**src/rtl/uart_ext.sv**
```systemverilog
// uart_ext: parametrised full-duplex UART, configurable width/parity/stop/oversampling; RX FIFO when UART_RX_FIFO_EN is defined.
// Latency: TX busy from the clk after start_transmit; RX word stored 1 clk after the mid-stop-bit sample.
// Backpressure: start_transmit ignored while busy; RX frames arriving with no free slot are dropped and flag overrun_error.

`ifdef UART_RX_FIFO_EN
// uart_ext_fifo: generic first-word-fall-through FIFO for the RX path.
// Latency: pushed word visible on pop_dat the clk after the push.
// Backpressure: push_rdy low only when full and no pop is taken in the same clk.
module uart_ext_fifo #(
    parameter int W          = 8,
    parameter int DEPTH_LOG2 = 2
) (
    input  logic                  clk,
    input  logic                  rst,
    input  logic                  push_vld,
    input  logic [W-1:0]          push_dat,
    output logic                  push_rdy,
    output logic                  pop_vld,
    output logic [W-1:0]          pop_dat,
    input  logic                  pop_rdy
);
    localparam int DEPTH = 2 ** DEPTH_LOG2;
    localparam logic [DEPTH_LOG2:0] FULL_CNT = DEPTH[DEPTH_LOG2:0];

    logic [W-1:0]            mem [DEPTH];
    logic [DEPTH_LOG2-1:0]   wr_ptr;
    logic [DEPTH_LOG2-1:0]   rd_ptr;
    logic [DEPTH_LOG2:0]     count;
    logic                    do_push;
    logic                    do_pop;

    assign pop_vld  = (count != '0);
    assign pop_dat  = mem[rd_ptr];
    // A pop in the same clk frees the slot the push is about to use.
    assign push_rdy = (count != FULL_CNT) | pop_rdy;
    assign do_pop   = pop_rdy & pop_vld;
    assign do_push  = push_vld & push_rdy;

    always_ff @(posedge clk) begin
        if (do_push) begin
            mem[wr_ptr] <= push_dat;
        end
    end

    always_ff @(posedge clk) begin
        if (rst) begin
            wr_ptr <= '0;
            rd_ptr <= '0;
            count  <= '0;
        end else begin
            if (do_push) begin
                wr_ptr <= wr_ptr + 1'b1;
            end
            if (do_pop) begin
                rd_ptr <= rd_ptr + 1'b1;
            end
            case ({do_push, do_pop})
                2'b10:   count <= count + 1'b1;
                2'b01:   count <= count - 1'b1;
                default: count <= count;
            endcase
        end
    end
endmodule
`endif

// uart_ext: full-duplex UART with parity/framing/overrun flags.
// Latency: TX line follows start_transmit by 1 clk; RX store 1 clk after the stop sample.
// Backpressure: busy blocks new TX requests; RX overrun drops the incoming frame.
module uart_ext #(
    parameter int clock_frequency = 12000000,
    parameter int baud_rate       = 9600,
    parameter int DATA_BITS       = 8,
    parameter int PARITY          = 0,
    parameter int STOP_BITS       = 1,
    parameter int OVERSAMPLE      = 16,
    parameter int FIFO_DEPTH_LOG2 = 2
) (
    input  logic                 clk,
    input  logic                 rst,
    input  logic                 rx,
    output logic                 tx,
    input  logic                 start_transmit,
    input  logic [DATA_BITS-1:0] data_to_send,
    output logic                 busy,
    output logic [DATA_BITS-1:0] recvd_data,
    output logic                 new_value,
    input  logic                 clear,
    output logic                 parity_error,
    output logic                 framing_error,
    output logic                 overrun_error
);
    localparam int DIV     = clock_frequency / (baud_rate * OVERSAMPLE);
    localparam int BIT_CLK = DIV * OVERSAMPLE;
    localparam int DCW     = (DIV > 1) ? $clog2(DIV) : 1;
    localparam int TCW     = $clog2(BIT_CLK);
    localparam int OCW     = $clog2(OVERSAMPLE);

    localparam logic [DCW-1:0] DIV_LAST  = DCW'(DIV - 1);
    localparam logic [TCW-1:0] BIT_LAST  = TCW'(BIT_CLK - 1);
    localparam logic [OCW-1:0] OS_LAST   = OCW'(OVERSAMPLE - 1);
    localparam logic [OCW-1:0] HALF_LAST = OCW'(OVERSAMPLE / 2 - 1);
    localparam logic [3:0]     DATA_LAST = 4'(DATA_BITS - 1);
    localparam logic [3:0]     STOP_LAST = 4'(STOP_BITS - 1);
    localparam logic           HAS_PAR   = (PARITY != 0);
    localparam logic           ODD       = (PARITY == 1);

    localparam logic [2:0] S_IDLE  = 3'd0;
    localparam logic [2:0] S_START = 3'd1;
    localparam logic [2:0] S_DATA  = 3'd2;
    localparam logic [2:0] S_PAR   = 3'd3;
    localparam logic [2:0] S_STOP  = 3'd4;

    generate
        if (DATA_BITS < 5 || DATA_BITS > 9 || PARITY < 0 || PARITY > 2 ||
            STOP_BITS < 1 || STOP_BITS > 2 || OVERSAMPLE < 8 ||
            (OVERSAMPLE % 2) != 0 || DIV < 1 || FIFO_DEPTH_LOG2 < 1) begin : g_bad_cfg
            $error("uart_ext: unsupported parameter set");
        end
    endgenerate

    // ---------------- sample tick ----------------
    logic [DCW-1:0] div_cnt;
    logic           sample_tick;

    assign sample_tick = (div_cnt == DIV_LAST);

    always_ff @(posedge clk) begin
        if (rst || sample_tick) begin
            div_cnt <= '0;
        end else begin
            div_cnt <= div_cnt + 1'b1;
        end
    end

    // ---------------- transmitter ----------------
    // TX times whole bit periods in clk so the frame length is exact from the request.
    logic [2:0]           tx_state;
    logic [TCW-1:0]       tx_cnt;
    logic [3:0]           tx_idx;
    logic [DATA_BITS-1:0] tx_shift;
    logic                 tx_par;

    assign busy = (tx_state != S_IDLE);

    always_ff @(posedge clk) begin
        if (rst) begin
            tx_state <= S_IDLE;
            tx       <= 1'b1;
            tx_cnt   <= '0;
            tx_idx   <= '0;
            tx_shift <= '0;
            tx_par   <= 1'b0;
        end else if (tx_state == S_IDLE) begin
            if (start_transmit) begin
                tx_shift <= data_to_send;
                tx_par   <= (^data_to_send) ^ ODD;
                tx_state <= S_START;
                tx       <= 1'b0;
                tx_cnt   <= '0;
            end
        end else if (tx_cnt != BIT_LAST) begin
            tx_cnt <= tx_cnt + 1'b1;
        end else begin
            tx_cnt <= '0;
            case (tx_state)
                S_START: begin
                    tx_state <= S_DATA;
                    tx_idx   <= '0;
                    tx       <= tx_shift[0];
                end
                S_DATA: begin
                    if (tx_idx == DATA_LAST) begin
                        tx_idx   <= '0;
                        tx_state <= HAS_PAR ? S_PAR : S_STOP;
                        tx       <= HAS_PAR ? tx_par : 1'b1;
                    end else begin
                        tx_idx   <= tx_idx + 1'b1;
                        tx_shift <= tx_shift >> 1;
                        tx       <= tx_shift[1];
                    end
                end
                S_PAR: begin
                    tx_state <= S_STOP;
                    tx_idx   <= '0;
                    tx       <= 1'b1;
                end
                S_STOP: begin
                    tx <= 1'b1;
                    if (tx_idx == STOP_LAST) begin
                        tx_state <= S_IDLE;
                    end else begin
                        tx_idx <= tx_idx + 1'b1;
                    end
                end
                default: begin
                    tx_state <= S_IDLE;
                    tx       <= 1'b1;
                end
            endcase
        end
    end

    // ---------------- receiver front end ----------------
    logic rx_meta;
    logic rx_sync;
    logic rx_prev;
    logic rx_fall;

    assign rx_fall = rx_prev & ~rx_sync;

    always_ff @(posedge clk) begin
        if (rst) begin
            rx_meta <= 1'b1;
            rx_sync <= 1'b1;
            rx_prev <= 1'b1;
        end else begin
            rx_meta <= rx;
            rx_sync <= rx_meta;
            rx_prev <= rx_sync;
        end
    end

    // ---------------- receiver FSM ----------------
    logic [2:0]           rx_state;
    logic [OCW-1:0]       rx_cnt;
    logic [3:0]           rx_idx;
    logic [DATA_BITS-1:0] rx_shift;
    logic                 rx_par_bit;
    logic                 rx_store;
    logic                 rx_pe;
    logic                 rx_fe;

    always_ff @(posedge clk) begin
        if (rst) begin
            rx_state   <= S_IDLE;
            rx_cnt     <= '0;
            rx_idx     <= '0;
            rx_shift   <= '0;
            rx_par_bit <= 1'b0;
            rx_store   <= 1'b0;
            rx_pe      <= 1'b0;
            rx_fe      <= 1'b0;
        end else begin
            rx_store <= 1'b0;
            case (rx_state)
                S_IDLE: begin
                    if (rx_fall) begin
                        rx_state <= S_START;
                        rx_cnt   <= '0;
                    end
                end
                S_START: begin
                    if (sample_tick) begin
                        if (rx_cnt == HALF_LAST) begin
                            // A start bit that is high again at mid-bit was only a glitch.
                            rx_state <= rx_sync ? S_IDLE : S_DATA;
                            rx_cnt   <= '0;
                            rx_idx   <= '0;
                        end else begin
                            rx_cnt <= rx_cnt + 1'b1;
                        end
                    end
                end
                S_DATA: begin
                    if (sample_tick) begin
                        if (rx_cnt == OS_LAST) begin
                            rx_cnt   <= '0;
                            rx_shift <= {rx_sync, rx_shift[DATA_BITS-1:1]};
                            if (rx_idx == DATA_LAST) begin
                                rx_state <= HAS_PAR ? S_PAR : S_STOP;
                            end else begin
                                rx_idx <= rx_idx + 1'b1;
                            end
                        end else begin
                            rx_cnt <= rx_cnt + 1'b1;
                        end
                    end
                end
                S_PAR: begin
                    if (sample_tick) begin
                        if (rx_cnt == OS_LAST) begin
                            rx_cnt     <= '0;
                            rx_par_bit <= rx_sync;
                            rx_state   <= S_STOP;
                        end else begin
                            rx_cnt <= rx_cnt + 1'b1;
                        end
                    end
                end
                S_STOP: begin
                    if (sample_tick) begin
                        if (rx_cnt == OS_LAST) begin
                            rx_cnt   <= '0;
                            rx_pe    <= HAS_PAR & ((^rx_shift) ^ rx_par_bit ^ ODD);
                            rx_fe    <= ~rx_sync;
                            rx_store <= 1'b1;
                            rx_state <= S_IDLE;
                        end else begin
                            rx_cnt <= rx_cnt + 1'b1;
                        end
                    end
                end
                default: rx_state <= S_IDLE;
            endcase
        end
    end

    // ---------------- frame store ----------------
    logic store_ok;
    logic store_drop;

`ifdef UART_RX_FIFO_EN
    logic                 fifo_push_rdy;
    logic                 fifo_vld;
    logic [DATA_BITS-1:0] fifo_dat;

    uart_ext_fifo #(
        .W          (DATA_BITS),
        .DEPTH_LOG2 (FIFO_DEPTH_LOG2)
    ) u_rx_fifo (
        .clk      (clk),
        .rst      (rst),
        .push_vld (rx_store),
        .push_dat (rx_shift),
        .push_rdy (fifo_push_rdy),
        .pop_vld  (fifo_vld),
        .pop_dat  (fifo_dat),
        .pop_rdy  (clear)
    );

    assign store_ok   = rx_store & fifo_push_rdy;
    assign store_drop = rx_store & ~fifo_push_rdy;
    assign new_value  = fifo_vld;
    assign recvd_data = fifo_vld ? fifo_dat : '0;
`else
    // A clear in the same clk frees the holding register for the incoming word.
    assign store_ok   = rx_store & (~new_value | clear);
    assign store_drop = rx_store & new_value & ~clear;

    always_ff @(posedge clk) begin
        if (rst) begin
            recvd_data <= '0;
            new_value  <= 1'b0;
        end else if (store_ok) begin
            recvd_data <= rx_shift;
            new_value  <= 1'b1;
        end else if (clear) begin
            new_value <= 1'b0;
        end
    end
`endif

    always_ff @(posedge clk) begin
        if (rst) begin
            parity_error  <= 1'b0;
            framing_error <= 1'b0;
            overrun_error <= 1'b0;
        end else begin
            parity_error  <= (parity_error  & ~clear) | (store_ok & rx_pe);
            framing_error <= (framing_error & ~clear) | (store_ok & rx_fe);
            overrun_error <= (overrun_error & ~clear) | store_drop;
        end
    end
endmodule

```
**config.mk**
```make
export PLATFORM = sky130hd
export DESIGN_NAME = uart_ext
export DESIGN_NICKNAME = d
export VERILOG_FILES = /design/src/rtl/uart_ext.sv
export SDC_FILE = /design/constraint.sdc
export NUM_CORES = 1
export LEC_CHECK = 0
export BUFFER_PORTS_ARGS = -buffer_cell sky130_fd_sc_hd__buf_2
export CORE_ASPECT_RATIO = 1.75
export CORE_MARGIN = 2
export CORE_UTILIZATION = 53
export DETAILED_ROUTE_END_ITERATION = 10
export PLACE_DENSITY_LB_ADDON = 0.1
export SYNTH_ARGS = -nofsm -noshare
export SYNTH_HDL_FRONTEND = slang
export SYNTH_SLANG_ARGS = --single-unit
```
**constraint.sdc**
```tcl
create_clock -name clk -period 2.22 [get_ports clk]
set_input_delay 0.111 -clock clk [delete_from_list [all_inputs] [get_ports clk]]
set_output_delay 0.111 -clock clk [all_outputs]
set_load 0.02 [all_outputs]
```
# [Yosys cells after proc, flatten, opt, wreduce, memory -nomap -nowiden]
# Index checks and enable logic that the tools add are counted.
[totals] mem_count=0 mem_bits_ro=0 ramBits=0 ff_bits=70 wordCells=146 latch_bits=0
[op_classes] n_mux=49 magnitude_cmp=0 n_eq_ne=32 div_mod_pow=0 n_shift=0 mul=0 n_bitwise=18 n_reduce_logical=22 n_addsub=5
[op_table] op="two-way mux 4 bit" n=12
[op_table] op="two-way mux 3 bit" n=15
[op_table] op="two-way mux 8 bit" n=5
[op_table] op="two-way mux 11 bit" n=3
[op_table] op="!= test 2 bit, second input constant" n=15
[op_table] op="case mux 4 bit (3 select lines)" n=2
[op_table] op="AND reduction 4 bit" n=4
[op_table] op="case mux 3 bit (5 select lines)" n=1
[op_table] op="adder 4 x 1 -> 4 bit, second input constant" n=3
[op_table] op="== test 3 x 2 -> 1 bit, second input constant" n=4
[op_table] op="== test 4 x 3 -> 1 bit, second input constant" n=3
[op_table] op="case mux 3 bit (4 select lines)" n=1
[op_table] op="adder 11 x 1 -> 11 bit, second input constant" n=1
[op_table] op="!= test 11 bit, second input constant" n=1
[op_table] op="AND reduction 10 bit" n=1
[op_table] op="nonzero test 3 bit" n=3
[op_table] op="bitwise AND 1 bit" n=8
[op_table] op="case mux 4 bit (2 select lines)" n=1
[op_table] op="adder 7 x 1 -> 7 bit, second input constant" n=1
[op_table] op="== test 7 bit, second input constant" n=1
[op_table] op="two-way mux 1 bit" n=7
[op_table] op="inverter 1 bit" n=7
[op_table] op="== test 3 x 1 -> 1 bit, second input constant" n=2
[op_table] op="== test 3 bit, second input constant" n=2
[op_table] op="15 further kinds" n=23

# [Depth between registers and ports, before layout]
[depth] word_depth=5 mapped_depth=7

# [Worst setup path after synthesis]
# OpenSTA, ideal clock, no wires.
[synth_timing] path_kind="flip-flop to flip-flop" from="reg tx_cnt[0]" to="reg tx_idx[3]" n_path_buf=0 arrival_time_ns=2.190 setup_ns=0.070 stages_incl_launch_ff=7 slack_ns=-0.040 path_cell_list="dfxtp_1 > ha_1 > nand4_2 > or4_1 > or4b_1 > or4_1 > a21oi_1"
[synth_between] elab_chain_len=3
[synth_lines] element="start: declaration" line="139" source="logic [TCW-1:0] tx_cnt;"
[synth_lines] element="start signal: assignment" line="163" source="tx_cnt <= tx_cnt + 1'b1;"
[synth_lines] element="!= test 11 bit" line="162" source="end else if (tx_cnt != BIT_LAST) begin"
[synth_lines] element="inverter 1 bit (no line)"
[synth_lines] element="AND reduction 4 bit (no line)"
[synth_lines] element="end signal: assignment" line="178" source="tx_idx <= tx_idx + 1'b1;"
[synth_lines] element="end signal: assignment" line="193" source="tx_idx <= tx_idx + 1'b1;"
[synth_lines] element="end: declaration" line="140" source="logic [3:0] tx_idx;"
# Every way passes these cells.
# A chain may end at the register's enable or synchronous reset.

# [Final worst setup path]
# Ends and elaborated chain as after synthesis.

==> results.txt <==
final hold viol count - 0
Vias - 2820
number of port buffers - 26
synthesized-area fraction occupied by adder cells - 2.76%
highest fanout seen on the critical path - 2
number of diodes - 0
library cell contributing the largest single delay on the critical path - sky130_fd_sc_hd__or4b_1
share of cells above drive strength 1 - 18.6%
net switching fraction of the power - 25.2%
Highest Clock Rate - 457 MHz
layout filler cell count - 557
Clock power frac - 41.6%
Worst Max-Slew Pin Slew - 0.842 ns
post-synth net total - 396
result of the run - finished clean
residual overflow from global routing - 0
fraction of registers with async set or reset after synthesis - 0%
Final Util - 65.1%
Peak supply drop - 0.454 mV
clock latency on the worst-skew pair - 0.35 ns
die outline area - 6650 um^2
number of nets at the end of the flow - 439
YS warnings - 0
sum of buffers and inverters on the critical path - 0
Clock Pin Slew Worst Setup and Hold Paths - 0.08 ns
final worst path period share - 98.5%
detailed-routing iteration count for the pre-antenna-repair pass - 4
relative contribution of sequential cells to total power - 46.9%
die span in x - 62.5 um
cell area after layout - 3800 um^2
Worst Hold Depth - 2
kind of launch point of the worst setup path - flop
most frequent cells in the layout - sky130_fd_sc_hd__dfxtp_1 (67), sky130_fd_sc_hd__nand2_1 (51), sky130_fd_sc_hd__nor2_1 (42)
Combinational Power Share - 11.5%
Die H - 106 um
number of cells on the worst reg-to-reg path - 6
Iter 0 DRT Violations - 101
pin count of the biggest net entering global routing - 52
Max Slew Vio Count - 0
number of synthesized register bits - 70
WP depth - 6
time the final worst path needs with I/O delays and setup - 2.19 ns
HPWL Detailed - 4.98 mm
number of rows created at floorplan - 37
endpoints failing setup - 0
post-placement cell count - 484
largest family of logic cells by synthesized area - simple AND/OR/NAND/NOR gates
dominant delay contributor by cell family on the critical path - simple AND/OR/NAND/NOR gates
area added between synthesis and finish - 19.5%
average wire per cell in the routed design - 13.5 um
sequential cell area - 1410 um^2
setup clock skew after layout - 0.00948 ns
post-synthesis average cell area - 8.45 um^2
post-CTS setup-driven buffer insertion count - 0
Synth Area in XOR/XNOR - 1.93%
leakage power - 0.00152 uW
sw power - 720 uW
cell internal power dissipation - 2130 uW
Worst Path Required - 2.50 ns
first-pass GRT wire length - 12.1 mm
Final Instance Count excl. Fillers - 502
total routing resource utilization after global routing - 22.6%
routed vias/inst - 5.62
number of global-route vias before repair - 2850
arrival time at the worst endpoint - 2.46 ns
detailed-route DRC error count - 0
Max transition margin - 43.4%
standard cell core area - 5830 um^2
deepest level of the CTS H-tree - 3
portion of the post-synthesis area used by sequential elements - 44.1%
most common flop cell mapped by yosys - sky130_fd_sc_hd__dfxtp_1
most frequent standard cell in the layout excluding fill and tap cells - sky130_fd_sc_hd__dfxtp_1
IO Pins - 27
Worst Setup Path Type - reg -> reg
total of max-cap violations - 0
gate count of the mapped netlist - 376
RSZ-0062 raised after global routing - true
synthesized-area fraction occupied by ao, oa, aoi and oai cells - 16.7%
initial antenna violation count - 0
root buffer cell - sky130_fd_sc_hd__clkbuf_8
area of placed instances - 3520 um^2
power density relative to cell area - 752 nW/um^2
Critical Path End Type - flop
clk sink count - 70
mapped cell area - 3180 um^2
CTS tree - done
footprint of the multi-input gates - 1690 um^2
distinct cell type count after synthesis - 59
post-synthesis share of cell area spent on and, or, nand and nor gates - 27.0%
Starting Density - 54.4%
ordered cell list for the critical path - ha_4 > nand4_4 > or4_4 > or4b_1 > or4_1 > a21oi_1
count of flip-flops with a built-in enable after synthesis - 0
RePlAce Congestion - 0.850
mux share of post-synthesis cell area - 3.78%
number of buffers between clock root and the deepest sink - 2
longest individual stage delay on the worst path - 0.52 ns
worst hold path class - in -> reg
number of clock buffers inserted by TritonCTS - 9
final WL - 6.76 mm
Final ANT Viol Nets - 0
==> stage by stage <==
| stage | setup TNS [ns] | hold slack (ns) | setup slack, ns | power, uW |
|---|---|---|---|---|
| 2_1_floorplan | 0 | 0.190 | 0.0185 | 1590 |
| 3_3_place_gp | 0 | 0.292 | 0.0304 | 1680 |
| 3_5_place_dp | -0.000456 | 0.295 | -0.000456 | 1690 |
| 4_1_cts | 0 | 0.00276 | 0.0278 | 2880 |
| 5_1_grt | -0.0542 | 0.0168 | -0.0542 | 2990 |
| 6_report | 0 | 0.0125 | 0.0338 | 2850 |
==> cell type report <==
cell class | count | area share (%)
Clock inverter | 4 | 2.04
Multi-Input combinational cell | 275 | 44.6
Clock buffer | 12 | 4.09
Tap cell | 78 | 2.57
Timing Repair Buffer | 48 | 8.24
Inverter | 15 | 1.48
Sequential cell | 70 | 37.0
==> metal layers <==
metal,GRT usage (%),routed length (um),vias up
met5,0,0,-
met4,11.0,144,0
met3,5.61,196,11
met2,45.7,3880,48
met1,20.0,2540,1334
li1,-,-,1427
==> path summary, 6_finish.rpt <==
kind / from / endpoint / slack, ns
max reg2reg: tx_cnt[0] / tx_idx[3] / 0.03
max: tx_cnt[0] / tx_idx[3] / 0.03
min reg2reg: rx_meta / rx_sync / 0.45
min: data_to_send[7] / tx_shift[7] / 0.01
==> cells by family (layout without fill, tap and decap cells) <==
| kind of cell | after synthesis | in the layout |
|---|---|---|
| AOI/OAI and AO/OA | 79 | 79 |
| xor gates and xnor gates | 7 | 7 |
| adders and majority gates | 7 | 7 |
| buffers and inverters | 31 | 79 |
| DFF | 70 | 70 |
| muxes | 12 | 12 |
| and+or+nand+nor | 170 | 170 |
==> Yosys cell counts (3+ instances only) <==
| library cell | instances | area (um^2) |
|---|---|---|
| sky130_fd_sc_hd__nor2_1 | 42 | 158 |
| sky130_fd_sc_hd__inv_1 | 14 | 52.6 |
| sky130_fd_sc_hd__nand2b_1 | 7 | 43.8 |
| sky130_fd_sc_hd__xnor2_1 | 4 | 35.0 |
| sky130_fd_sc_hd__or4_1 | 3 | 22.5 |
| sky130_fd_sc_hd__ha_1 | 7 | 87.6 |
| sky130_fd_sc_hd__o211ai_1 | 3 | 22.5 |
| sky130_fd_sc_hd__nand3_1 | 20 | 100 |
| sky130_fd_sc_hd__o21ai_0 | 6 | 30.0 |
| sky130_fd_sc_hd__nand2_1 | 52 | 195 |
| sky130_fd_sc_hd__or3_1 | 7 | 43.8 |
| sky130_fd_sc_hd__a21oi_1 | 30 | 150 |
| sky130_fd_sc_hd__nand3b_1 | 4 | 30.0 |
| sky130_fd_sc_hd__clkbuf_1 | 13 | 48.8 |
| sky130_fd_sc_hd__or2_2 | 3 | 18.8 |
| sky130_fd_sc_hd__a31oi_1 | 5 | 31.3 |
| sky130_fd_sc_hd__mux2i_1 | 12 | 120 |
| sky130_fd_sc_hd__dfxtp_1 | 70 | 1400 |
| sky130_fd_sc_hd__nor3_1 | 7 | 35.0 |
| sky130_fd_sc_hd__o41ai_1 | 3 | 26.3 |
| sky130_fd_sc_hd__nor3b_1 | 4 | 30.0 |
| sky130_fd_sc_hd__a311oi_1 | 9 | 78.8 |
| sky130_fd_sc_hd__and3_1 | 4 | 25.0 |
| sky130_fd_sc_hd__xor2_1 | 3 | 26.3 |
==> worst reg2reg max path: stages, from the launching register on <==
cell and delay, ns:
sky130_fd_sc_hd__dfxtp_2 0.36, sky130_fd_sc_hd__ha_4 0.16, sky130_fd_sc_hd__nand4_4 0.08, sky130_fd_sc_hd__or4_4 0.41
sky130_fd_sc_hd__or4b_1 0.52, sky130_fd_sc_hd__or4_1 0.48, sky130_fd_sc_hd__a21oi_1 0.12
==> sequential cells by signal, summed over array words and instances, names as in the netlist <==
register and flops:
framing_error 1, rx_cnt 4, tx_shift 8, tx 1, rx_idx 4, overrun_error 1, new_value 1, rx_state 3
parity_error 1, div_cnt 7, tx_idx 4, rx_store 1, tx_cnt 11, rx_prev 1, tx_state 3, rx_shift 8
rx_fe 1, rx_sync 1, recvd_data 8, rx_meta 1
==> power groups by stage <==
| stage | Sequential [uW] | Clock [uW] | Combinational (uW) |
|---|---|---|---|
| 2_1_floorplan | 1350 | 0 | 239 |
| 3_3_place_gp | 1360 | 0 | 320 |
| 3_5_place_dp | 1370 | 0 | 325 |
| 4_1_cts | 1340 | 1210 | 330 |
| 5_1_grt | 1350 | 1270 | 374 |
| 6_report | 1340 | 1190 | 329 |
==> timing repair <==
action	4_1_cts	5_1_grt
hold buffers	2	0
pin swaps	0	6
setup endpoints to repair	1	8
gates resized for setup	1	4
hold endpoints to repair	2	0
Note: power is estimated with default switching activity, not from simulation.
